===== src/rtl/btn_irq_source_if.sv =====
// btn_irq_source_if
//   Groups the event / interrupt handshake signals of btn_irq_source.
//   master : the side that drives events and the CPU handshake (wrapper / bench)
//   slave  : btn_irq_source itself
// Signals:
//   evt_tick  one-cycle debounced button event
//   irq_en    interrupt enable (mask)
//   irq_ack   CPU acknowledge, level
//   ovf_clr   one-cycle clear of the sticky overflow flag
//   irq       interrupt request, level
//   pend_cnt  number of pending events
//   ovf       sticky overflow flag
//   led       stretched event indicator
interface btn_irq_source_if #(
    parameter int unsigned CNT_W = 4
);
    logic             evt_tick;
    logic             irq_en;
    logic             irq_ack;
    logic             ovf_clr;
    logic             irq;
    logic [CNT_W-1:0] pend_cnt;
    logic             ovf;
    logic             led;

    modport master (
        output evt_tick, irq_en, irq_ack, ovf_clr,
        input  irq, pend_cnt, ovf, led
    );

    modport slave (
        input  evt_tick, irq_en, irq_ack, ovf_clr,
        output irq, pend_cnt, ovf, led
    );
endinterface


===== src/rtl/btn_irq_source.sv =====
// btn_irq_source
//   Counts debounced button events as pending interrupts and presents them to
//   the CPU as a level irq with a four-phase ack handshake: each ack high phase
//   retires exactly one event. A sticky flag records events lost when the
//   counter is saturated, and an LED is stretched for a visible period per event.
// Ports:
//   clk_50MHz  system clock
//   rst_n      asynchronous active-low reset
//   bus        btn_irq_source_if.slave (evt_tick, irq_en, irq_ack, ovf_clr in;
//              irq, pend_cnt, ovf, led out)
// All outputs come straight from flops (irq is a decode of the state register),
// so there is no combinational input-to-output path.
module btn_irq_source #(
    parameter int unsigned CNT_W     = 4,
    parameter int unsigned STRETCH_N = 22
) (
    input  logic              clk_50MHz,
    input  logic              rst_n,
    btn_irq_source_if.slave   bus
);

    localparam logic [1:0] IDLE  = 2'd0;
    localparam logic [1:0] REQ   = 2'd1;
    localparam logic [1:0] ACKED = 2'd2;

    localparam logic [CNT_W-1:0] CNT_ONE = 1;

    logic [1:0]           state_q,   state_d;
    logic [CNT_W-1:0]     pend_q,    pend_d;
    logic                 ovf_q,     ovf_d;
    logic [STRETCH_N-1:0] stretch_q, stretch_d;
    logic                 led_q,     led_d;

    logic retire;
    logic ovf_set;

    // One event retires only on the REQ -> ACKED transition; irq_en low wins.
    assign retire = (state_q == REQ) && bus.irq_en && bus.irq_ack;

    always_comb begin
        state_d = state_q;
        case (state_q)
            IDLE:    if (bus.irq_en && (pend_q != '0)) state_d = REQ;
            REQ: begin
                if (!bus.irq_en)      state_d = IDLE;
                else if (bus.irq_ack) state_d = ACKED;
            end
            ACKED:   if (!bus.irq_ack) state_d = IDLE;
            default: state_d = IDLE;
        endcase
    end

    always_comb begin
        pend_d  = pend_q;
        ovf_set = 1'b0;
        if (bus.evt_tick && !retire) begin
            if (pend_q == '1) ovf_set = 1'b1;
            else              pend_d  = pend_q + CNT_ONE;
        end else if (retire && !bus.evt_tick) begin
            pend_d = pend_q - CNT_ONE;
        end
    end

    // Set has priority over a coincident clear.
    always_comb begin
        ovf_d = ovf_q;
        if (ovf_set)          ovf_d = 1'b1;
        else if (bus.ovf_clr) ovf_d = 1'b0;
    end

    // The led flop looks at the event itself plus the pre-edge counter, so it
    // rises on the event edge and stays high for the full 2^STRETCH_N cycles.
    always_comb begin
        stretch_d = stretch_q;
        if (bus.evt_tick)         stretch_d = '1;
        else if (stretch_q != '0) stretch_d = stretch_q - 1'b1;
        led_d = bus.evt_tick || (stretch_q != '0);
    end

    always_ff @(posedge clk_50MHz or negedge rst_n) begin
        if (!rst_n) begin
            state_q   <= IDLE;
            pend_q    <= '0;
            ovf_q     <= 1'b0;
            stretch_q <= '0;
            led_q     <= 1'b0;
        end else begin
            state_q   <= state_d;
            pend_q    <= pend_d;
            ovf_q     <= ovf_d;
            stretch_q <= stretch_d;
            led_q     <= led_d;
        end
    end

    assign bus.irq      = (state_q == REQ);
    assign bus.pend_cnt = pend_q;
    assign bus.ovf      = ovf_q;
    assign bus.led      = led_q;

endmodule

===== src/flat_wrapper.sv =====
// flat-port wrapper written by rule: the top's interface ports become plain ports
module btn_irq_source_flat 
#(
    parameter int unsigned CNT_W     = 4,
    parameter int unsigned STRETCH_N = 22
)
  (clk_50MHz, rst_n, bus_evt_tick, bus_irq_en, bus_irq_ack, bus_ovf_clr, bus_irq, bus_pend_cnt, bus_ovf, bus_led);
  btn_irq_source_if #(.CNT_W(CNT_W)) bus_i ();
  input  logic clk_50MHz;
  input  logic rst_n;
  input wire logic [$bits(bus_i.evt_tick)-1:0] bus_evt_tick;
  input wire logic [$bits(bus_i.irq_en)-1:0] bus_irq_en;
  input wire logic [$bits(bus_i.irq_ack)-1:0] bus_irq_ack;
  input wire logic [$bits(bus_i.ovf_clr)-1:0] bus_ovf_clr;
  output wire logic [$bits(bus_i.irq)-1:0] bus_irq;
  output wire logic [$bits(bus_i.pend_cnt)-1:0] bus_pend_cnt;
  output wire logic [$bits(bus_i.ovf)-1:0] bus_ovf;
  output wire logic [$bits(bus_i.led)-1:0] bus_led;
  assign bus_i.evt_tick = bus_evt_tick;
  assign bus_i.irq_en = bus_irq_en;
  assign bus_i.irq_ack = bus_irq_ack;
  assign bus_i.ovf_clr = bus_ovf_clr;
  assign bus_irq = bus_i.irq;
  assign bus_pend_cnt = bus_i.pend_cnt;
  assign bus_ovf = bus_i.ovf;
  assign bus_led = bus_i.led;
  btn_irq_source #(.CNT_W(CNT_W), .STRETCH_N(STRETCH_N)) u_core (.clk_50MHz(clk_50MHz), .rst_n(rst_n), .bus(bus_i));
endmodule

===== config.mk =====
export PLATFORM = sky130hd
export DESIGN_NAME = btn_irq_source_flat
export DESIGN_NICKNAME = d
export VERILOG_FILES = /design/src/rtl/btn_irq_source_if.sv /design/src/rtl/btn_irq_source.sv /design/src/flat_wrapper.sv
export SDC_FILE = /design/constraint.sdc
export NUM_CORES = 1
export LEC_CHECK = 0
export ABC_AREA = 1
export CORE_ASPECT_RATIO = 0.5
export CORE_UTILIZATION = 43
export CTS_BUF_LIST = sky130_fd_sc_hd__clkbuf_4 sky130_fd_sc_hd__clkbuf_8 sky130_fd_sc_hd__clkbuf_16
export DETAILED_ROUTE_END_ITERATION = 12
export PLACE_DENSITY_LB_ADDON = 0.2
export SYNTH_ARGS = -nofsm -noshare
export SYNTH_HDL_FRONTEND = slang
export SYNTH_SLANG_ARGS = --single-unit

===== constraint.sdc =====
create_clock -name clk_50MHz -period 1.53 [get_ports clk_50MHz]
set_input_delay 0.306 -clock clk_50MHz [delete_from_list [all_inputs] [get_ports clk_50MHz]]
set_output_delay 0.306 -clock clk_50MHz [all_outputs]
set_load 0.01 [all_outputs]

After elaboration in Yosys (flattened, before gate mapping)

Index checks and enable logic that the tools add are counted.
W data, S select, Z words.

Register bits: 30
Input port bits: 6
Output and inout bits: 7
Word-level logic and storage cells: 45

Add/sub/neg operators: 3
Eq/ne operators: 7
Muxes and demuxes: 14
Reduce and logical (&&, ||, !) cells: 16

Operator list:

| kind                    | count |
|---|---|
| $mux W22                | 2 |
| $reduce_bool A22 Y1     | 1 |
| $sub A22 B1 Y22 const B | 1 |
| $mux W4                 | 3 |
| $mux W2                 | 4 |
| $pmux W2 S3             | 1 |
| $reduce_bool A2 Y1      | 3 |
| $logic_and A1 B1 Y1     | 5 |
| $add A4 B1 Y4 const B   | 1 |
| $eq A4 B4 Y1 const B    | 1 |
| $mux W1                 | 4 |
| $ne A2 B2 Y1 const B    | 2 |
| $reduce_bool A4 Y1      | 1 |
| $sub A4 B1 Y4 const B   | 1 |
| $ne A3 B3 Y1 const B    | 1 |
| $reduce_and A3 Y1       | 1 |
| $eq A2 B1 Y1 const B    | 1 |
| $eq A2 B2 Y1 const B    | 1 |
| $logic_not A1 Y1        | 2 |
| $logic_not A2 Y1        | 1 |
| $ne A2 B1 Y1 const B    | 1 |
| $reduce_and A2 Y1       | 1 |
| $logic_or A1 B1 Y1      | 1 |

Longest topological paths before layout

Gate-level depths: netlist of run 1.

Word-level depth: 7
Gate-level depth with buffers: 11
Mapped depth without buffers: 11

Worst setup path before layout of run 1

No wires, ideal clock.

Path kind: reg2reg
From: register u_core.state_q[1]
To: register u_core.pend_q[3], in the netlist u_core.bus.pend_cnt[3]
Library setup time: 0.117 ns
Arrival time: 1.461 ns
Required time: 1.413 ns
Setup slack: -0.048 ns
Stages on the path, launching flop included: 11
Buffers on the path: 0
Period minus slack after synthesis: 1.578 ns
Path through: dfrtp_1 inv_1 nand4_1 nand2_1 ha_1 nand2_1 nand2_1 nor2_1 nand3_1 nand4_1 nand2_1

Longest elaborated chain between the ends: 7
Elaborated cells between the ends (all ways): 10
Those cells by class: 2 x eq/ne; 1 x mux; 7 x reduce/logical

Ends and longest elaborated chain:

| what                                                                | RTL line             | RTL |
|---|---|---|
| from (decl)                                                         | btn_irq_source.sv:28 | `logic [1:0] state_q, state_d;` |
| from (signal assigned)                                              | btn_irq_source.sv:88 | `state_q <= state_d;` |
| $eq A2 B1 Y1 (*)                                                    | btn_irq_source.sv:38 | `assign retire = (state_q == REQ) && bus.irq_en && bus.irq_ack;` |
| $logic_and A1 B1 Y1 (*) (2 in series)                               | btn_irq_source.sv:38 |  |
| $logic_not A1 Y1                                                    | btn_irq_source.sv:56 | `if (bus.evt_tick && !retire) begin` |
| $logic_and A1 B1 Y1                                                 | btn_irq_source.sv:56 |  |
| $ne A2 B2 Y1 (no line) / $reduce_bool A2 Y1 (equally long branches) | n/a                  |  |
| $reduce_and A2 Y1 (no line)                                         | n/a                  |  |
| to (signal assigned)                                                | btn_irq_source.sv:89 | `pend_q <= pend_d;` |
| to (decl)                                                           | btn_irq_source.sv:29 | `logic [CNT_W-1:0] pend_q, pend_d;` |

Mark *: on every way between the ends. The rest lies on a longest branch, timed or not.
A chain may end at the register's enable or synchronous reset.

Final worst setup path of run 1

Same ends and word-level chain as after synthesis.

==> impl_metrics.toml, run 1 <==
[outcome]
status = "finished with violations"
failed_checks = "setup timing"

[synthesis]
yosysSeqAreaShare_pct = 41.21
ys_warn_count = 0
syn_inst = 252
synth.net_count = 262
ys_seq_elements = 30
synth_edf_count = 0
synth_top_area_share_pct = 41.21
ys_types = 27
async_reset_ff_share_pct = 100.0
yosys.area.top_type = "dfrtp_1"
ys.flop_type = "dfrtp_1"
synth_area_leaders = "dfrtp_1 41%, nand2_1 13%, inv_1 8.0%"
post_synth.cell_area_avg_um2 = 7.229
syn_area_um2 = 1822

[floorplanning]
die_h_um = 48.03
num_rows = 16
core_area_um2 = 3984
start_util_pct = 45.73
io-pin-count = 13
dieArea_um2 = 4517
die_w_um = 94.05

[setup_path]
worstSetupStartpointType = "flip-flop"
critPathTopFamily = "simple AND/OR/NAND/NOR gates"
cp.depth = 10
r2r_slack_ns = -0.05
critPathSlowestCell = "dfrtp_1"
crit_start = "u_core.state_q[1]$_DFFE_PN0P_"
reg2reg_from = "u_core.state_q[1]$_DFFE_PN0P_"
path_class = "flip-flop to flip-flop"
cp-end-kind = "flip-flop"
crit_end = "u_core.bus.pend_cnt[3]$_DFFE_PN0P_"
slowest_delay_ns = 0.39
worstPathMaxFanout = 3
arrival_ns = 1.77
path_cells = "inv_2 -> nand4_1 -> nand2_2 -> ha_4 -> nand2_2 -> nand2_1 -> nor2_1 -> nand3_1 -> nand4_1 -> nand2_1"
path_buf_inv = 1
r2r-end = "u_core.bus.pend_cnt[3]$_DFFE_PN0P_"
reg2regPathDepth = 10
cp_data_required_time_ns = 1.72

[global_route]
grt_max_degree = 31
grt_pass1_wl_um = 7396
grt_util_met3_pct = 4.762
first_global_vias = 1614
antenna_found_initial = 0
grt-ovfl-total = 0
use_met2_pct = 38.83
use_met1_pct = 29.32
grt.total_usage_pct = 22.39
grt-busiest-layer = "met2"

[pwr]
power_density_nw_per_um2 = 1027
leakage_nw = 1.170
p_total_mw = 2.687
peakVddDrop_mv = 0.8988

[timing]
period_minus_slack_ns = 1.581
drv_slew = 0
worst_slack_ns = -0.05142
skew_ns = 0.005475
slew_headroom_pct = 84.08
fmax_ghz = 0.6323
finalHoldViolations = 0
period_share_pct = 103.4
fin_hold_ws_ns = 0.3836
rsz0062_at_grt = "true"
worst_pin_slew_ns = 0.2380
setup_viol = 3

[clock_tree]
clk_pin_slew_ns = 0.07
cts_inserted_buffers = 5
h-tree-depth = 2
cts_tree = "done"
cts-root-buf = "clkbuf_8"
clock_path_buffers = 2
cts_sinks = 30
hold_buffers = 0
clk_latency_ns = 0.29

[layout]
drive_gt1_share_pct = 31.55
final_cell_mix = "58 x nand2_1, 44 x buf_4, 32 x inv_1, 27 x dfrtp_1, 25 x nor2_1"
fillerInstances = 318
antennaDiodeCount = 0
area_growth_pct = 43.61
fin_cells = 371
final_cell_area_um2 = 2616
layout.nets = 326
final_common_cell = "nand2_1"

[place]
dp.cells = 349
dp_slack_ns = -0.4301
place_area_um2 = 2270
gp_congestion = 0.8492
dp_hpwl_um = 3369
portBuffers = 12

[flow_run]
maxCapViolCount = 0

[min_path]
worstHoldPathType = "input port to asynchronous set/reset pin"

[detailed_routing]
wl_per_cell_um = 13.31
drt_iter0_markers = 150
first_pass_iters = 4
ant_nets = 0
vias = 1913
wl_um = 4938
drc = 0
routed_via_density = 5.156
-- timing repair --
action / 4_1_cts / 5_1_grt
resized for setup: 7 / 36
buffers inserted: 11 / 3
setup endpoints to repair: 8 / 24
endpoints found under the hold margin: 0 / 0
pin swaps: 6 / 17
-- worst reg2reg max path, delay by kind of cell (launching register included) --
kind / cells / cell delay, ns
flip-flops: 1 / 0.39
buffers and inverters: 1 / 0.06
AND/OR/NAND/NOR: 8 / 0.80
adder cells (fa/ha/maj): 1 / 0.24
-- metrics by stage --
step | utilization (%) | setup TNS, ns
2_1_floorplan | - | 0
3_3_place_gp | 56.97 | -1.467
3_5_place_dp | 56.97 | -1.815
4_1_cts | 62.37 | -0.07913
5_1_grt | 65.67 | -0.3723
6_report | 65.67 | -0.1123
-- layout make-up --
| class | instances | area [um2] | area share, % |
|---|---|---|---|
| clock buffers | 8 | 110.1 | 4.209 |
| inverters | 40 | 150.1 | 5.739 |
| multi-input cells | 179 | 1015 | 38.79 |
| flip-flops and latches | 30 | 754.5 | 28.84 |
| well taps | 54 | 67.56 | 2.582 |
| repair buffers | 60 | 519.2 | 19.85 |
-- layer usage --
metal  part of all wire (%)  vias up
li1                       -      936
met4                    1.1        0
met1                     49      912
met3                    4.1       13
met5                      0        -
met2                     46       52
-- how the worst min path moves through the flow --
| stage | end | slack, ns | cells past startpoint |
|---|---|---|---|
| 2_1_floorplan | u_core.bus.led$_DFF_PN0_ | 0.01 | 0 |
| 3_3_place_gp | u_core.stretch_q[21]$_DFFE_PN0P_ | 0.48 | 2 |
| 3_5_place_dp | u_core.stretch_q[21]$_DFFE_PN0P_ | 0.49 | 2 |
| 4_1_cts | u_core.stretch_q[8]$_DFFE_PN0P_ | 0.38 | 2 |
| 5_1_grt | u_core.stretch_q[13]$_DFFE_PN0P_ | 0.40 | 2 |
| 6_report | u_core.stretch_q[8]$_DFFE_PN0P_ | 0.38 | 2 |
-- flip-flops by register name, indices dropped and copies added (netlist names) --
name                 flops
u_core.bus.led           1
u_core.stretch_q        22
u_core.bus.pend_cnt      4
u_core.state_q           2
u_core.bus.ovf           1
-- power by group --
part / switching, mW / internal (mW) / leakage [nW] / total [mW]
clock network: 0.320 / 0.454 / 0.0575 / 0.774
registers: 0.0779 / 0.885 / 0.289 / 0.963
logic: 0.465 / 0.485 / 0.824 / 0.950
-- logic make-up (layout without fill, tap and decap cells) --
logic type,count (synthesis),count (layout),share of synthesized area [%]
adders and majority gates,4,4,3.160
AOI/OAI and AO/OA,29,29,8.448
buffers and inverters,43,108,9.478
and+or+nand+nor,144,144,36.75
DFF,30,30,41.21
xor gates and xnor gates,2,2,0.9617
-- cells in the mapped netlist (2+ instances only) --
library cell,number
a21oi_1,16
nand4_1,11
nor2_2,5
nand3_2,3
nand3_1,20
dfrtp_1,30
nor2_1,33
ha_1,3
inv_1,39
nand2_1,64
nor2_4,2
o21ai_0,9
nand3b_1,3
No activity file was read; power rests on OpenSTA's default activity.
==> run 2, diff against run 1 <==
Settings changed: CTS_BUF_LIST sky130_fd_sc_hd__clkbuf_4 sky130_fd_sc_hd__clkbuf_8 sky130_fd_sc_hd__clkbuf_16 to not set.
==> results of run 2 <==
Same layout as run 1: the final DEF is identical, and so are final timing and power.
==> run 3, diff against run 2 <==
Settings changed: CORE_UTILIZATION 43 to 50.
==> impl_metrics.toml, run 3 (synthesized netlist as in run 1, its figures left out) <==
[setup_path]
path_cells = "inv_2 -> nand4_1 -> nand2_2 -> ha_4 -> nand2_2 -> nand3_1 -> nand2_1 -> nand3_1 -> nand2_1 -> nand2_1"
arrival_ns = 1.96
path_class = "flip-flop to flip-flop"
crit_start = "u_core.state_q[1]$_DFFE_PN0P_"
reg2regPathDepth = 10
crit_path_frequent_cell = "nand2_1"
worstPathMaxFanout = 4
worstSetupStartpointType = "flip-flop"
critPathTopFamily = "simple AND/OR/NAND/NOR gates"
path_buf_inv = 1
slowest_delay_ns = 0.42
critPathSlowestCell = "dfrtp_1"
cp_data_required_time_ns = 1.69
cp-end-kind = "flip-flop"
cp.depth = 10
reg2reg_from = "u_core.state_q[1]$_DFFE_PN0P_"

[outcome]
status = "finished with violations"
failed_checks = "setup timing"

[timing]
finalHoldViolations = 0
worst_pin_slew_ns = 0.3920
setup_viol = 4
skew_ns = 0.004111
worst_slack_ns = -0.2706
rsz0062_at_grt = "true"
period_share_pct = 117.7
period_minus_slack_ns = 1.801
drv_slew = 0
fmax_ghz = 0.5554
slew_headroom_pct = 73.65

[layout]
area_growth_pct = 42.65
layout.nets = 324
final_common_cell = "nand2_1"
regMostFlops = "u_core.stretch_q"
largest_reg_flops = 22
fillerInstances = 256
drive_gt1_share_pct = 31.31
final_cell_mix = "56 x nand2_1, 41 x buf_4, 33 x inv_1, 27 x dfrtp_1, 25 x nor2_1"
antennaDiodeCount = 0

[global_route]
grt-ovfl-total = 0
antenna_found_initial = 0
grt_max_degree = 31
first_global_vias = 1773
grt_pass1_wl_um = 7935
grt.total_usage_pct = 28.03

[detailed_routing]
vias = 1962
wl_per_cell_um = 15.36
first_pass_iters = 5
wl_um = 5591
routed_via_density = 5.390
ant_nets = 0
drc = 0
drt_iter0_markers = 209

[flow_run]
maxCapViolCount = 0

[pwr]
power_density_nw_per_um2 = 1041
leakage_nw = 1.165
p_total_mw = 2.706
peakVddDrop_mv = 0.9341

[clock_tree]
clk_latency_ns = 0.28
cts_sinks = 30
cts_inserted_buffers = 5
clock_path_buffers = 2
cts-root-buf = "clkbuf_8"
cts_tree = "done"
h-tree-depth = 2
clk_pin_slew_ns = 0.06

[floorplanning]
die_h_um = 44.68
start_util_pct = 52.75
num_rows = 15
io-pin-count = 13
dieArea_um2 = 3903
core_area_um2 = 3453
die_w_um = 87.37

[min_path]
worstHoldPathType = "input port to asynchronous set/reset pin"

[place]
dp_slack_ns = -0.5053
portBuffers = 12
gp_congestion = 0.8488
dp_hpwl_um = 3519
[run 3: cell types whose count changed in the layout (fill, tap and decap cells not counted), moves of 2 or more]
cell and change:
nand3_1 -2, dlygate4sd2_1 +2, buf_4 -3, clkbuf_8 -2
nand2_1 -2, clkdlybuf4s50_1 -2
[run 3: final cells by class]
type | instances | area, um2 | area share [%]
inverters | 40 | 150.1 | 5.778
well taps | 51 | 63.81 | 2.455
repair buffers | 58 | 509.2 | 19.60
multi-input cells | 179 | 1039 | 39.96
clock buffers | 6 | 82.58 | 3.178
flip-flops and latches | 30 | 754.5 | 29.03
[run 3: worst paths after layout]
check | to | slack (ns)
worst max register to register | u_core.bus.pend_cnt[3]$_DFFE_PN0P_ | -0.27
min in group clk_50MHz | u_core.stretch_q[21]$_DFFE_PN0P_ | 0.52
worst min register to register | u_core.stretch_q[21]$_DFFE_PN0P_ | 0.52
worst min-delay path | u_core.stretch_q[15]$_DFFE_PN0P_ | 0.38
worst max-delay path | u_core.bus.pend_cnt[3]$_DFFE_PN0P_ | -0.27
max in group asynchronous | u_core.bus.pend_cnt[0]$_DFFE_PN0P_ | 0.96
[run 3: worst reg2reg max path, stage by stage, from the launching register on]
cell	delay [ns]
dfrtp_1	0.42
inv_2	0.08
nand4_1	0.14
nand2_2	0.20
ha_4	0.25
nand2_2	0.10
nand3_1	0.11
nand2_1	0.14
nand3_1	0.09
nand2_1	0.07
nand2_1	0.07
[run 3: where the power goes]
part	leakage [nW]	switching [mW]	total, mW	internal [mW]
combinational	0.833	0.553	1.09	0.540
clock	0.0431	0.289	0.635	0.346
sequential	0.289	0.0916	0.978	0.886
[run 3: metrics by stage]
step,util [%],hold slack (ns),cells,area [um2],setup TNS [ns]
2_1_floorplan,-,0.01041,252,1837,0
5_1_grt,75.25,0.4047,364,2599,-0.8841
3_3_place_gp,65.33,0.4802,343,2256,-2.552
3_5_place_dp,65.33,0.4984,343,2256,-2.860
6_report,75.25,0.3809,364,2599,-0.6668
4_1_cts,69.53,0.3903,356,2401,-0.2456
[run 3: per-layer routing]
metal	wire length, um	track usage (%)	part of all wire (%)	up-vias
met4	201	10.16	3.6	0
met2	2685	47.50	48	93
met1	2353	33.61	42	915
met3	351	10.07	6.3	25
li1	-	-	-	929
met5	0	0	0	-
[run 3: repair_timing]
action	in CTS	in global routing
hold buffers	0	0
buffers inserted	7	9
setup endpoints to repair	10	18
pin swaps	7	18
resized for setup	12	39
